===== config.mk =====
export PLATFORM = sky130hd
export DESIGN_NAME = dbi_panel_responder
export DESIGN_NICKNAME = d
export VERILOG_FILES = /design/src/rtl/dbi_pkg.sv /design/src/rtl/dbi_bus_sync.sv /design/src/rtl/dbi_panel_responder.sv
export SDC_FILE = /design/constraint.sdc
export NUM_CORES = 1
export LEC_CHECK = 0
export ABC_CLOCK_PERIOD_IN_PS = 4000
export CELL_PAD_IN_SITES_DETAIL_PLACEMENT = 1
export CELL_PAD_IN_SITES_GLOBAL_PLACEMENT = 1
export CORE_MARGIN = 5
export CORE_UTILIZATION = 40
export CTS_BUF_LIST = sky130_fd_sc_hd__clkbuf_4
export DETAILED_ROUTE_END_ITERATION = 10
export GPL_TIMING_DRIVEN = 1
export PLACE_DENSITY_LB_ADDON = 0.25
export SYNTH_ARGS = -nofsm -noshare
export SYNTH_HDL_FRONTEND = slang
export SYNTH_SLANG_ARGS = --single-unit

===== constraint.sdc =====
create_clock -name clock -period 4 [get_ports clock]
set_input_delay 0.8 -clock clock [delete_from_list [all_inputs] [get_ports clock]]
set_output_delay 0.8 -clock clock [all_outputs]
set_load 0.02 [all_outputs]

===== src/rtl/dbi_pkg.sv =====
// Shared definitions for the DBI panel responder: command codes, FSM state,
// pixel format and the register context carried by the top-level FSM.
package dbi_pkg;

  localparam logic [7:0] CMD_SWRESET = 8'h01;
  localparam logic [7:0] CMD_RDDID   = 8'h04;
  localparam logic [7:0] CMD_CASET   = 8'h2A;
  localparam logic [7:0] CMD_PASET   = 8'h2B;
  localparam logic [7:0] CMD_RAMWR   = 8'h2C;

  typedef enum logic [2:0] {
    S_IDLE,
    S_CASET,
    S_PASET,
    S_RAMWR,
    S_RDID
  } state_t;

  // RGB565: the first bus byte lands in [15:8].
  typedef struct packed {
    logic [4:0] r;
    logic [5:0] g;
    logic [4:0] b;
  } rgb565_t;

  // Command-side state: address window, write cursor, partial bytes.
  typedef struct packed {
    state_t      state;
    logic [15:0] sc;
    logic [15:0] ec;
    logic [15:0] sp;
    logic [15:0] ep;
    logic [15:0] x;
    logic [15:0] y;
    logic        byte_phase;
    logic [1:0]  param_cnt;
    logic [23:0] param_buf;
    logic [7:0]  hi_byte;
    logic [2:0]  rd_idx;
  } ctx_t;

  // Registered outputs toward the pixel port and the bus.
  typedef struct packed {
    logic        valid;
    logic [15:0] x;
    logic [15:0] y;
    rgb565_t     data;
    logic [7:0]  dout;
    logic        doe;
  } out_t;

endpackage


===== src/rtl/dbi_bus_sync.sv =====
// Brings the asynchronous 8080 bus strobes into the clock domain and turns
// them into single-cycle events. data_in is sampled every clock; the master
// holds it stable for several clocks around wrx, so the sample taken while
// the synchronised strobe edge is seen belongs to that write.
module dbi_bus_sync (
  input  logic       clock,
  input  logic       reset,
  input  logic       csx,
  input  logic       resx,
  input  logic       dcx,
  input  logic       wrx,
  input  logic       rdx,
  input  logic [7:0] data_in,
  output logic       wr_evt,
  output logic       rd_start,
  output logic       rd_end,
  output logic       cs_rise,
  output logic       resx_s,
  output logic       wr_dcx,
  output logic [7:0] wr_data
);

  // [0] first flop, [1] synchronised level, [2] previous synchronised level
  logic [2:0] csx_sr;
  logic [2:0] wrx_sr;
  logic [2:0] rdx_sr;
  logic [1:0] resx_sr;
  logic [1:0] dcx_sr;

  // Synchroniser chains and data sample; strobes reset to their idle (high) level.
  // NOTE: sequential state uses non-blocking (<=) so every flop samples the
  // pre-edge value of its neighbour; blocking here would collapse the chain.
  always_ff @(posedge clock) begin
    if (reset) begin
      csx_sr  <= 3'b111;
      wrx_sr  <= 3'b111;
      rdx_sr  <= 3'b111;
      resx_sr <= 2'b11;
      dcx_sr  <= 2'b00;
      wr_data <= 8'h00;
    end else begin
      csx_sr  <= {csx_sr[1:0], csx};
      wrx_sr  <= {wrx_sr[1:0], wrx};
      rdx_sr  <= {rdx_sr[1:0], rdx};
      resx_sr <= {resx_sr[0], resx};
      dcx_sr  <= {dcx_sr[0], dcx};
      wr_data <= data_in;
    end
  end

  assign wr_evt   = wrx_sr[1] & ~wrx_sr[2] & ~csx_sr[1];
  assign rd_start = ~rdx_sr[1] & rdx_sr[2] & ~csx_sr[1];
  assign rd_end   = rdx_sr[1] & ~rdx_sr[2];
  assign cs_rise  = csx_sr[1] & ~csx_sr[2];
  assign resx_s   = resx_sr[1];
  assign wr_dcx   = dcx_sr[1];

endmodule


===== src/rtl/dbi_panel_responder.sv =====
// Panel-side responder for the 8080-style DBI bus: decodes commands, tracks
// the CASET/PASET window and streams RAMWR pixels out with coordinates.
// Optional: define DBI_RESPONDER_RDID_EN to enable the RDDID read path;
// without it 0x04 is an unknown command and data_out/data_oe stay 0.
module dbi_panel_responder
  import dbi_pkg::*;
#(
  parameter int          WIDTH    = 240,
  parameter int          HEIGHT   = 320,
  parameter logic [23:0] ID_BYTES = 24'h009341
) (
  input  logic        clock,
  input  logic        reset,
  input  logic        csx,
  input  logic        resx,
  input  logic        dcx,
  input  logic        wrx,
  input  logic        rdx,
  input  logic [7:0]  data_in,
  output logic [7:0]  data_out,
  output logic        data_oe,
  output logic        pix_valid,
  output logic [15:0] pix_x,
  output logic [15:0] pix_y,
  output logic [15:0] pix_data
);

  logic       wr_evt, rd_start, rd_end, cs_rise, resx_s, wr_dcx;
  logic [7:0] wr_data;

  ctx_t c, c_n;
  out_t o, o_n;

  dbi_bus_sync u_sync (
    .clock    (clock),
    .reset    (reset),
    .csx      (csx),
    .resx     (resx),
    .dcx      (dcx),
    .wrx      (wrx),
    .rdx      (rdx),
    .data_in  (data_in),
    .wr_evt   (wr_evt),
    .rd_start (rd_start),
    .rd_end   (rd_end),
    .cs_rise  (cs_rise),
    .resx_s   (resx_s),
    .wr_dcx   (wr_dcx),
    .wr_data  (wr_data)
  );

  // Power-on / SWRESET / resx context: full-panel window, cursor at origin.
  function automatic ctx_t ctx_reset();
    ctx_t r;
    r       = '0;
    r.state = S_IDLE;
    r.ec    = 16'(WIDTH - 1);
    r.ep    = 16'(HEIGHT - 1);
    return r;
  endfunction

  // Context and output registers.
  always_ff @(posedge clock) begin
    if (reset) begin
      c <= ctx_reset();
      o <= '0;
    end else begin
      c <= c_n;
      o <= o_n;
    end
  end

  // Next-state: command decode, parameter collection, pixel assembly, reads.
  // NOTE: every field gets a default before any branch, so no path leaves a
  // value unassigned and no latch is inferred.
  always_comb begin
    c_n       = c;
    o_n       = o;
    o_n.valid = 1'b0;

    if (!resx_s) begin
      c_n = ctx_reset();
      o_n = '0;
    end else begin
      if (wr_evt) begin
        if (!wr_dcx) begin
          c_n.param_cnt  = 2'd0;
          c_n.byte_phase = 1'b0;
          case (wr_data)
            CMD_CASET: c_n.state = S_CASET;
            CMD_PASET: c_n.state = S_PASET;
            CMD_RAMWR: begin
              c_n.state = S_RAMWR;
              c_n.x     = c.sc;
              c_n.y     = c.sp;
            end
`ifdef DBI_RESPONDER_RDID_EN
            CMD_RDDID: begin
              c_n.state  = S_RDID;
              c_n.rd_idx = 3'd0;
            end
`endif
            CMD_SWRESET: begin
              c_n = ctx_reset();
              o_n = '0;
            end
            default: c_n.state = S_IDLE;
          endcase
        end else begin
          case (c.state)
            S_CASET, S_PASET: begin
              c_n.param_buf = {c.param_buf[15:0], wr_data};
              c_n.param_cnt = c.param_cnt + 2'd1;
              if (c.param_cnt == 2'd3) begin
                // start and end commit together on the last byte
                if (c.state == S_CASET) begin
                  c_n.sc = c.param_buf[23:8];
                  c_n.ec = {c.param_buf[7:0], wr_data};
                end else begin
                  c_n.sp = c.param_buf[23:8];
                  c_n.ep = {c.param_buf[7:0], wr_data};
                end
                c_n.state = S_IDLE;
              end
            end
            S_RAMWR: begin
              if (!c.byte_phase) begin
                c_n.hi_byte    = wr_data;
                c_n.byte_phase = 1'b1;
              end else begin
                c_n.byte_phase = 1'b0;
                // an inverted window swallows bytes without writing
                if (c.sc <= c.ec && c.sp <= c.ep) begin
                  o_n.valid = 1'b1;
                  o_n.x     = c.x;
                  o_n.y     = c.y;
                  o_n.data  = rgb565_t'({c.hi_byte, wr_data});
                  if (c.x == c.ec) begin
                    c_n.x = c.sc;
                    c_n.y = (c.y == c.ep) ? c.sp : c.y + 16'd1;
                  end else begin
                    c_n.x = c.x + 16'd1;
                  end
                end
              end
            end
            default: ;
          endcase
        end
      end
`ifdef DBI_RESPONDER_RDID_EN
      // a simultaneous write takes priority and the read start is dropped
      else if (rd_start && c.state == S_RDID) begin
        o_n.doe = 1'b1;
        case (c.rd_idx)
          3'd1:    o_n.dout = ID_BYTES[23:16];
          3'd2:    o_n.dout = ID_BYTES[15:8];
          3'd3:    o_n.dout = ID_BYTES[7:0];
          default: o_n.dout = 8'h00;
        endcase
        if (c.rd_idx < 3'd4) c_n.rd_idx = c.rd_idx + 3'd1;
      end
      if (rd_end) o_n.doe = 1'b0;
`endif
      // deselect drops a half pixel but keeps the command state
      if (cs_rise) c_n.byte_phase = 1'b0;
    end
  end

`ifndef DBI_RESPONDER_RDID_EN
  logic unused_rd;
  assign unused_rd = ^{rd_start, rd_end, ID_BYTES};
`endif

  assign pix_valid = o.valid;
  assign pix_x     = o.x;
  assign pix_y     = o.y;
  assign pix_data  = o.data;
  assign data_out  = o.dout;
  assign data_oe   = o.doe;

endmodule


# After elaboration in Yosys (flattened, before gate mapping)
# Index checks and enable logic that the tools add are counted.
word_totals:
  in_bits: 15
  regBits: 201
  output_inout_bits: 58
classes:
  eq_ne: 19
  muxes: 24
  reduce_logical: 17
  n_bitwise: 8
  magnitude_cmp: 2
  addsub: 3
op_table:
  columns: ["operator", "n"]
  rows:
  - ["$mux W49", 4]
  - ["$mux W134", 1]
  - ["$mux W67", 2]
  - ["$mux W32", 4]
  - ["$mux W64", 1]
  - ["$pmux W32 S2", 1]
  - ["$mux W57", 1]
  - ["$mux W16", 3]
  - ["$mux W35", 1]
  - ["$mux W33", 1]
  - ["$add A16 B1 Y16 const B", 2]
  - ["$eq A16 B16 Y1", 2]
  - ["$le A16 B16 Y1", 2]
  - ["$mux W26", 1]
  - ["$eq A8 B6 Y1 const B", 3]
  - ["$reduce_and A5 Y1", 4]
  - ["$ne A2 B2 Y1 const B", 9]
  - ["$mux W8", 2]
  - ["$eq A8 B1 Y1 const B", 1]
  - ["$eq A3 B2 Y1 const B", 2]
  - ["$pmux W2 S3", 1]
  - ["$reduce_and A3 Y1", 2]
  - ["$reduce_and A6 Y1", 1]
  - ["$reduce_or A3 Y1", 2]
  - ["other kinds (12)", 20]

# Logic depth before layout (Yosys ltp)
# Gate-level depths: netlist (run 1).
logic_depth:
  word_depth: 7
  ltp_mapped: 12
  depth_no_buf: 9

# Modules after synthesis
# Synthesis (run 1) repeated with hierarchy kept, for this count alone.
hier_totals:
  hier_cells: 1044
  hier_area_um2: 9131.3
by_module_without_submodules:
  columns: ["mod", "area_per_inst_um2", "cells_per_inst", "instances", "seq_area_each_um2"]
  rows:
  - ["dbi_panel_responder", 8533.2, 996, 1, 3643.5]
  - ["dbi_bus_sync", 598.1, 48, 1, 420.4]

# Worst setup path after synthesis (run 1)
# OpenSTA, ideal clock, no wires.
synth_path:
  path_type: "register to register"
  startpoint: "register c[116] (netlist bit)"
  endpoint: "register c[56] (netlist bit)"
  period_less_slack_ps: 2455
  t_required_ps: 3914
  n_path_buf: 0
  path_stages_with_launch: 10
  path_slack_ps: 1545
  arrival_ps: 2369
  path_cell_list: "dfxtp_1 -> inv_1 -> ha_1 -> a21oi_2 -> nand2_1 -> a221oi_1 -> a311oi_2 -> nor3_2 -> o21ai_0 -> a221oi_2"
synth_between:
  elab_chain_cells: 6
synth_lines:
  columns: ["element", "line", "text"]
  rows:
  - ["start: declaration", "dbi_panel_responder.sv:31", "ctx_t c, c_n;"]
  - ["start signal: assignment", "dbi_panel_responder.sv:65", "c <= ctx_reset();"]
  - ["start signal: assignment", "dbi_panel_responder.sv:68", "c <= c_n;"]
  - ["branches (longest 6 deep; another with $le A16 B16 Y1)", null, null]
# Several ways; the timed one is not identified. The select of a mux whose other input is x is not followed.
# A chain may end at the register's enable or synchronous reset.

# Worst setup path in the final report (run 1)
layout_path:
  startpoint: "register u_sync.wr_data[2]"
  endpoint: "register c[80] (netlist bit)"
layout_between:
  elab_chain_cells: 3
layout_lines:
  columns: ["element", "line", "text"]
  rows:
  - ["start: declaration", "dbi_bus_sync.sv:20", "output logic [7:0] wr_data"]
  - ["start signal: assignment", "dbi_bus_sync.sv:47", "wr_data <= data_in;"]
  - ["$eq A8 B1 Y1", "dbi_panel_responder.sv:89", "case (wr_data)"]
  - ["$reduce_bool A2 Y1 (no source line)", null, null]
  - ["$reduce_and A5 Y1 (no source line)", null, null]
# No other way between the ends.

==> Implementation_results.wiki, run 1 <==
{| class="wikitable"
! Metric !! Value
|-
| Status || finished, final reports clean
|-
| Library cell with the largest summed area after synthesis || sky130_fd_sc_hd__dfxtp_1
|-
| Vertical extent of the die || 161 um
|-
| Mapped Cells || between 1000 and 1500
|-
| Synth warnings || 0
|-
| Drc violations || 0
|-
| Non-Filler Cell Area, Final || 0.0102 mm^2
|-
| Most frequent cells in the layout || sky130_fd_sc_hd__dfxtp_1 (200), sky130_fd_sc_hd__nor2_1 (88), sky130_fd_sc_hd__nand2_1 (83)
|-
| Latest clock arrival within the worst-skew pair || 610 ps
|-
| Fill cell instance count of the final layout || 2638
|-
| Clock buffer depth || 2
|-
| Count of flip-flops with a built-in enable after synthesis || 0
|-
| Fraction of final layout cells sized beyond drive strength 1 || 7.95%
|-
| Post-detailed-placement cell area || between 0.009 and 0.01 mm^2
|-
| Ports placed on the boundary || 73
|-
| Area share of the largest cell type after synthesis || 44.1%
|-
| Total Wirelength || about 27000 um
|-
| Unrepaired setup endpoints after global routing || false
|-
| Number of violations of the max-capacitance limit || 0
|-
| Number of nets in the final layout || 1096
|-
| Avg WL per Cell || 20.1 um
|-
| Count of routing violations after the opening detailed-route iteration || between 500 and 600
|-
| Post-CTS Hold Fix Bufs || 0
|-
| Critical path required time || 4540 ps
|-
| Average footprint of a synthesized cell || 8.84 um^2
|-
| CP Launch Type || flip-flop
|-
| DRT antenna net count || 0
|-
| Total via count after detailed routing || 7843
|-
| Post-CTS Repair Setup Buffers || 0
|-
| Ys flop type || sky130_fd_sc_hd__dfxtp_1
|-
| Data arrival time of the critical path || about 3600 ps
|-
| Wire length of the first global-routing pass || ~44000 um
|-
| Total leakage power || 3.59 nW
|-
| Maximum cell stage delay along the critical path || 780 ps
|-
| Post-synth design cell area || approximately 0.009 mm^2
|-
| Remaining Overflow, GRT || 0
|-
| Largest net degree at the start of global routing || a little over 70
|-
| Worst Setup End Kind || flip-flop
|-
| Area of the multi-input gates || 0.00453 mm^2
|-
| Clock root buffer || sky130_fd_sc_hd__clkbuf_4
|-
| Count of cell types in the netlist || 62
|-
| Worst setup path category || reg2reg
|-
| Area occupied by registers || 0.00400 mm^2
|-
| Post-synthesis register bit count || 200
|-
| GR Util All Layers || 20.9%
|-
| Cells taking the most area after synthesis || sky130_fd_sc_hd__dfxtp_1 (44%), sky130_fd_sc_hd__a32o_1 (5.3%), sky130_fd_sc_hd__ha_1 (5.1%), sky130_fd_sc_hd__a22oi_1 (4.9%), sky130_fd_sc_hd__a21oi_1 (4.0%)
|-
| GP Congestion || 0.861
|-
| Die Area || 0.0258 mm^2
|-
| Number of failing setup endpoints in the final timing report || 0
|-
| Cells traversed along the worst timing path || nor3_1 > a41oi_1 > nand2b_1 > buf_4 > a21o_1 > a22oi_1 > nor2_1
|-
| Placed insts || 1310
|-
| Power density cells || roughly 330 mW/mm^2
|-
| Max Slew Vio Count || 0
|-
| # clock sinks || 200
|-
| Buffering stage count on the worst path with inverters included || 1
|-
| Layout Cells excl Fill || 1343
|-
| Number of CTS-inserted buffers || 17
|-
| Final sum of negative setup slack || 0 ps
|-
| Critical Path Slowest Stage Cell || sky130_fd_sc_hd__dfxtp_1
|-
| Clock tree from TritonCTS || done
|-
| Number of antenna violations at the first check in global routing || 1
|-
| Time the worst path needs with I/O delays and setup || 3100 ps
|-
| Share of flip-flops with an asynchronous set or reset after synthesis || 0%
|-
| Row cnt || 55
|-
| Fin crit share || a little under 80%
|-
| Area of the core || 0.0225 mm^2
|-
| Peak supply drop || 219 uV
|-
| Worst Hold Class || reg2reg
|-
| Layout overhead on the synthesized area || 12.7%
|-
| Chip Width || 161 um
|-
| Pre-Repair DR Iteration Count || 5
|-
| Vias in the first global route || 7837
|-
| Register area share after synthesis || 44.1%
|-
| Effective utilization at floorplan || 40.3%
|-
| Via density per instance || 5.84
|-
| Worst R2R Setup Slack || 900 ps
|-
| Kind of cell adding the most delay to the critical path || compound AO/OA/AOI/OAI gates
|-
| Highest net fanout along the worst path || 26
|-
| Worst-case headroom to the max-slew limit || 36.0%
|-
| Level count of the clock H-tree || 4
|-
| Dpl hpwl || 18800 um
|-
| Achievable Freq || 322 MHz
|-
| Clock transition at path regs || 210 ps
|-
| Most common library cell in the layout ignoring fill and taps || sky130_fd_sc_hd__dfxtp_1
|-
| Transition time of the tightest slew-check pin || around 950 ps
|-
| Count of input and output buffers || 62
|-
| Hold Violations, Final || 0
|-
| Resized Gates After CTS || 0
|-
| Worst Clk Skew || 30.9 ps
|}
==> path summary, 6_finish.rpt <==
path / startpoint / to / cells after the start
setup / recovery: u_sync.wr_data[2] / c[80] / 7
hold / removal: u_sync.csx_sr[0] / u_sync.csx_sr[1] / 1
setup reg to reg: u_sync.wr_data[2] / c[80] / 7
hold reg to reg: u_sync.csx_sr[0] / u_sync.csx_sr[1] / 1
==> state kept, by name, summed over array words and instances (netlist names), 2 cells and up <==
name,count
c,133
pix_data,16
pix_x,16
pix_y,16
u_sync.csx_sr,3
u_sync.dcx_sr,2
u_sync.resx_sr,2
u_sync.wr_data,8
u_sync.wrx_sr,3
==> stage by stage <==
stage | setup slack [ps] | total power [mW] | hold WS, ps | util (%)
2_1_floorplan | 1540 | 2.14 | 389 | -
3_3_place_gp | 1010 | 2.19 | 396 | 43.9
3_5_place_dp | 958 | 2.19 | 399 | 43.9
4_1_cts | 903 | 3.37 | 446 | 45.4
5_1_grt | 677 | 3.46 | 457 | 45.4
6_report | 899 | 3.34 | 442 | 45.4
==> routing by layer <==
layer  track usage, %  share of wire, %
met3             2.80               4.5
met4             5.67               1.7
met5                0                 0
met2             34.3                47
met1             29.0                46
==> report_power, final <==
| part | leakage [nW] | switching, mW | internal, mW |
|---|---|---|---|
| clock network | 0.170 | 0.873 | 0.322 |
| logic | 1.81 | 0.0877 | 0.0385 |
| registers | 1.62 | 0.0184 | 2.00 |
| total | 3.59 | 0.979 | 2.36 |
==> logic make-up after synthesis <==
group / count (synthesis) / share of synthesized area [%]
adders and majority gates: 37 / 5.10
muxes: 1 / 0.110
buffers and inverters: 139 / 6.80
xor gates and xnor gates: 35 / 3.38
and+or+nand+nor: 323 / 17.1
other: 1 / 0.0413
DFF: 200 / 44.1
AOI/OAI and AO/OA: 291 / 23.3
==> area by class of cell <==
| cell class | count | area share (%) |
|---|---|---|
| flip-flops and latches | 200 | 39.2 |
| repair buffers | 82 | 8.03 |
| clock buffers | 17 | 1.25 |
| clock inverters | 15 | 2.06 |
| inverters | 47 | 1.73 |
| well taps | 285 | 3.49 |
| diodes | 1 | 0.0245 |
| multi-input cells | 696 | 44.3 |
==> synthesized netlist by cell type, types with 4 or more instances <==
cell type	number
sky130_fd_sc_hd__nor2_1	88
sky130_fd_sc_hd__nor4_1	12
sky130_fd_sc_hd__nor3b_1	5
sky130_fd_sc_hd__nor2b_1	22
sky130_fd_sc_hd__xnor2_1	17
sky130_fd_sc_hd__o31ai_1	9
sky130_fd_sc_hd__buf_4	11
sky130_fd_sc_hd__buf_2	19
sky130_fd_sc_hd__a21o_1	4
sky130_fd_sc_hd__a21oi_1	72
sky130_fd_sc_hd__o22ai_1	8
sky130_fd_sc_hd__o211ai_1	6
sky130_fd_sc_hd__buf_6	4
sky130_fd_sc_hd__xor2_1	18
sky130_fd_sc_hd__a311oi_1	4
sky130_fd_sc_hd__nand3_1	47
sky130_fd_sc_hd__a32o_1	48
sky130_fd_sc_hd__nand2b_1	7
sky130_fd_sc_hd__dfxtp_1	200
sky130_fd_sc_hd__inv_1	45
sky130_fd_sc_hd__o32ai_1	7
sky130_fd_sc_hd__ha_1	37
sky130_fd_sc_hd__a22oi_1	59
sky130_fd_sc_hd__o21ai_0	34
sky130_fd_sc_hd__nand4_1	17
sky130_fd_sc_hd__or2_2	8
sky130_fd_sc_hd__and3_1	7
sky130_fd_sc_hd__or3_1	4
sky130_fd_sc_hd__clkbuf_1	56
sky130_fd_sc_hd__nand2_1	83
sky130_fd_sc_hd__a31oi_1	5
sky130_fd_sc_hd__nor3_1	15
sky130_fd_sc_hd__o21ai_1	4
No activity file was read; power rests on OpenSTA's default activity.
==> run 2, diff against run 1 <==
Settings changed: ABC_CLOCK_PERIOD_IN_PS 4000 to 2600.
Clock period 4 ns to 2.6 ns, I/O delays scaled along.
==> run 2 against run 1 <==
Compared with the run above: the run now ends with negative setup slack left; critical path depth up 6; clock skew rose by 9.1 ps; critical path type unchanged; wire length rose by 22%; clock power grew 48%; count of clock-buffer cells in the layout unchanged; critical endpoint is now c[46]; first-iteration DRC count rose by 7.1%; highest routed layer is now met5.
==> Implementation_results.wiki, run 2 (same netlist as run 1, synthesis figures left out) <==
{| class="wikitable"
! Metric !! Value
|-
| Remaining Overflow, GRT || 0 (unchanged)
|-
| Final sum of negative setup slack || -10160 ps (-10160 ps)
|-
| Post-Place Worst Slack || -73.6 ps (-1030 ps)
|-
| Area occupied by registers || 0.00403 mm^2 (+0.53%)
|-
| Avg WL per Cell || 22.6 um (+12%)
|-
| Largest net degree at the start of global routing || 44 (-39%)
|-
| Latest clock arrival within the worst-skew pair || 640 ps (+30 ps)
|-
| Switching component of the power || 1.48 mW (+51%)
|-
| Total via count after detailed routing || 8709 (+11%)
|-
| Level count of the clock H-tree || 4 (unchanged)
|-
| Hold Violations, Final || 0 (unchanged)
|-
| Time the worst path needs with I/O delays and setup || 2810 ps (-293 ps)
|-
| Largest register by flop count || c
|-
| Part of the power in registers || 60.5% (about the same)
|-
| Fin worst setup slack || -208 ps (-1110 ps)
|-
| Count of routing violations after the opening detailed-route iteration || 573 (+7.1%)
|-
| Sw Share || 29.0% (-0.29 points)
|-
| DRT antenna net count || 0 (unchanged)
|-
| GR Util All Layers || 23.4% (+2.5 points)
|-
| Fill cell instance count of the final layout || 2556 (-3.1%)
|-
| Clock tree from TritonCTS || done
|-
| Status || complete, but fails checks
|-
| Number of nets in the final layout || 1215 (+11%)
|-
| Relative contribution of combinational cells to total power || 5.0% (+1.2 points)
|-
| Number of CTS-inserted buffers || 17 (unchanged)
|-
| Worst hold slack across all endpoints || 409 ps (-32.9 ps)
|-
| Area of the core || 0.0225 mm^2 (unchanged)
|-
| Clock transition at path regs || 210 ps (about the same)
|-
| Dpl hpwl || 21100 um (+13%)
|-
| Chip Width || 161 um (unchanged)
|-
| Vias in the first global route || 8604 (+9.8%)
|-
| Die Area || 0.0258 mm^2 (unchanged)
|-
| Clock root buffer || sky130_fd_sc_hd__clkbuf_4
|-
| Drc violations || 0 (unchanged)
|-
| Flip-flop count of the largest register, all copies and words added || 133 (unchanged)
|-
| Vertical extent of the die || 161 um (unchanged)
|-
| Worst setup path category || reg2reg
|-
| Worst Setup End Kind || flip-flop
|-
| Transition time of the tightest slew-check pin || 1000 ps (+51.8 ps)
|-
| Most common library cell in the layout ignoring fill and taps || sky130_fd_sc_hd__dfxtp_1
|-
| Layout overhead on the synthesized area || 29.3%
|-
| Highest net fanout along the worst path || 8 (-69%)
|-
| Post-CTS Hold Fix Bufs || 0 (unchanged)
|-
| Critical path required time || 3160 ps (-1380 ps)
|-
| Worst Clk Skew || 40.1 ps (+9.15 ps)
|-
| Failing checks || negative setup slack
|-
| Fraction of final layout cells sized beyond drive strength 1 || 23.3% (+15 points)
|-
| Count of input and output buffers || 62 (unchanged)
|-
| Area of the multi-input gates || 0.00486 mm^2 (+7.3%)
|-
| CP Launch Type || flip-flop
|-
| Peak supply drop || 241 uV (+10%)
|-
| Data arrival time of the critical path || 3370 ps (-270 ps)
|-
| Power density cells || 435 mW/mm^2 (+33%)
|-
| Fin crit share || 108% (+30 points)
|-
| Total leakage power || 4.34 nW (+21%)
|-
| Effective utilization at floorplan || 40.3% (unchanged)
|-
| Wire length of the first global-routing pass || 48100 um (+10%)
|-
| Worst-case headroom to the max-slew limit || 33.0% (-3.0 points)
|-
| Unrepaired setup endpoints after global routing || true
|-
| Clock Power Share || 34.4% (-1.3 points)
|-
| GP Congestion || 0.877 (+1.9%)
|-
| Cell-internal power || 3.63 mW (+53%)
|-
| Worst Hold Class || in2reg
|-
| Number of failing setup endpoints in the final timing report || 72 (+72)
|-
| Max Slew Vio Count || 0 (unchanged)
|-
| Pre-Repair DR Iteration Count || 6 (+1)
|-
| Total Wirelength || 33000 um (+22%)
|-
| Row cnt || 55 (unchanged)
|-
| Ports placed on the boundary || 73 (unchanged)
|-
| Achievable Freq || 356 MHz (+10%)
|-
| Number of violations of the max-capacitance limit || 0 (unchanged)
|-
| Number of antenna violations at the first check in global routing || 2 (+1)
|-
| # clock sinks || 200 (unchanged)
|-
| Via density per instance || 5.96 (+2.0%)
|-
| Clock buffer depth || 2 (unchanged)
|-
| Most frequent cells in the layout || sky130_fd_sc_hd__dfxtp_1 (183), sky130_fd_sc_hd__buf_4 (107), sky130_fd_sc_hd__nand2_1 (83), sky130_fd_sc_hd__nor2_1 (83), sky130_fd_sc_hd__a21oi_1 (64)
|}
-- run 2: cell types whose count changed in the layout (fill, tap and decap cells not counted), moves of 10 or more --
| cell | before | now |
|---|---|---|
| sky130_fd_sc_hd__dfxtp_1 | 200 | 183 |
| sky130_fd_sc_hd__buf_4 | 16 | 107 |
| sky130_fd_sc_hd__dfxtp_2 | 0 | 17 |
| sky130_fd_sc_hd__o21ai_2 | 1 | 18 |
| sky130_fd_sc_hd__buf_6 | 0 | 10 |
| sky130_fd_sc_hd__o21ai_0 | 33 | 14 |
-- run 2: critical path, stage by stage (launching register included) --
cell and delay [ps]:
sky130_fd_sc_hd__dfxtp_2 390, sky130_fd_sc_hd__inv_2 50, sky130_fd_sc_hd__ha_4 270, sky130_fd_sc_hd__nand4_1 220, sky130_fd_sc_hd__or3_1 430, sky130_fd_sc_hd__a21o_1 210, sky130_fd_sc_hd__buf_6 140, sky130_fd_sc_hd__a311oi_4 290
sky130_fd_sc_hd__buf_4 210, sky130_fd_sc_hd__nor4_4 50, sky130_fd_sc_hd__buf_6 140, sky130_fd_sc_hd__clkbuf_16 170, sky130_fd_sc_hd__o21ai_0 80, sky130_fd_sc_hd__a21oi_1 90
-- run 2: final cells by class --
type	count	area share [%]
diodes	1	0.0213
clock buffers	17	1.09
clock inverters	15	1.52
inverters	47	1.54
multi-input cells	696	41.4
flip-flops and latches	200	34.3
well taps	285	3.04
repair buffers	201	17.1
-- run 2: worst paths after layout --
kind	start	to	slack [ps]	cells past startpoint
min reg2reg	u_sync.csx_sr[0]	u_sync.csx_sr[1]	440	1
max reg2reg	c[111]	c[46]	-210	13
min	data_in[7]	u_sync.wr_data[7]	410	2
max	c[111]	c[46]	-210	13
-- run 2: metal layers --
| layer | up-vias | wire (um) | track usage [%] |
|---|---|---|---|
| met1 | 4401 | 14300 | 30.2 |
| met3 | 61 | 1600 | 4.70 |
| met2 | 261 | 16200 | 40.4 |
| met4 | 2 | 933 | 5.71 |
| li1 | 3984 | - | - |
| met5 | - | 13 | 0 |
-- run 2: per-stage QoR --
step / cell area (um^2) / instances / total power [mW] / util (%)
after CTS: 11300 / 1445 / 5.13 / 50.1
after floorplan: 9100 / 1035 / 3.29 / -
final: 11700 / 1462 / 5.11 / 52.2
after global routing: 11700 / 1462 / 5.29 / 52.2
after global placement: 10600 / 1400 / 3.40 / 47.2
after detailed placement: 10600 / 1400 / 3.40 / 47.2
-- run 2: what timing repair did --
| action | in CTS | in global routing |
|---|---|---|
| buffers inserted | 11 | 10 |
| gates resized for setup | 41 | 78 |
| pin swaps | 12 | 56 |
| endpoints found under the setup margin | 65 | 110 |
| cloned | 3 | 9 |
-- run 2: power groups by stage --
stage | logic, mW | registers, mW | clock network, mW
finish | 0.257 | 3.09 | 1.76
global route | 0.275 | 3.10 | 1.92
CTS | 0.249 | 3.09 | 1.79
detailed placement | 0.247 | 3.16 | 0
global placement | 0.243 | 3.15 | 0
floorplan | 0.140 | 3.15 | 0
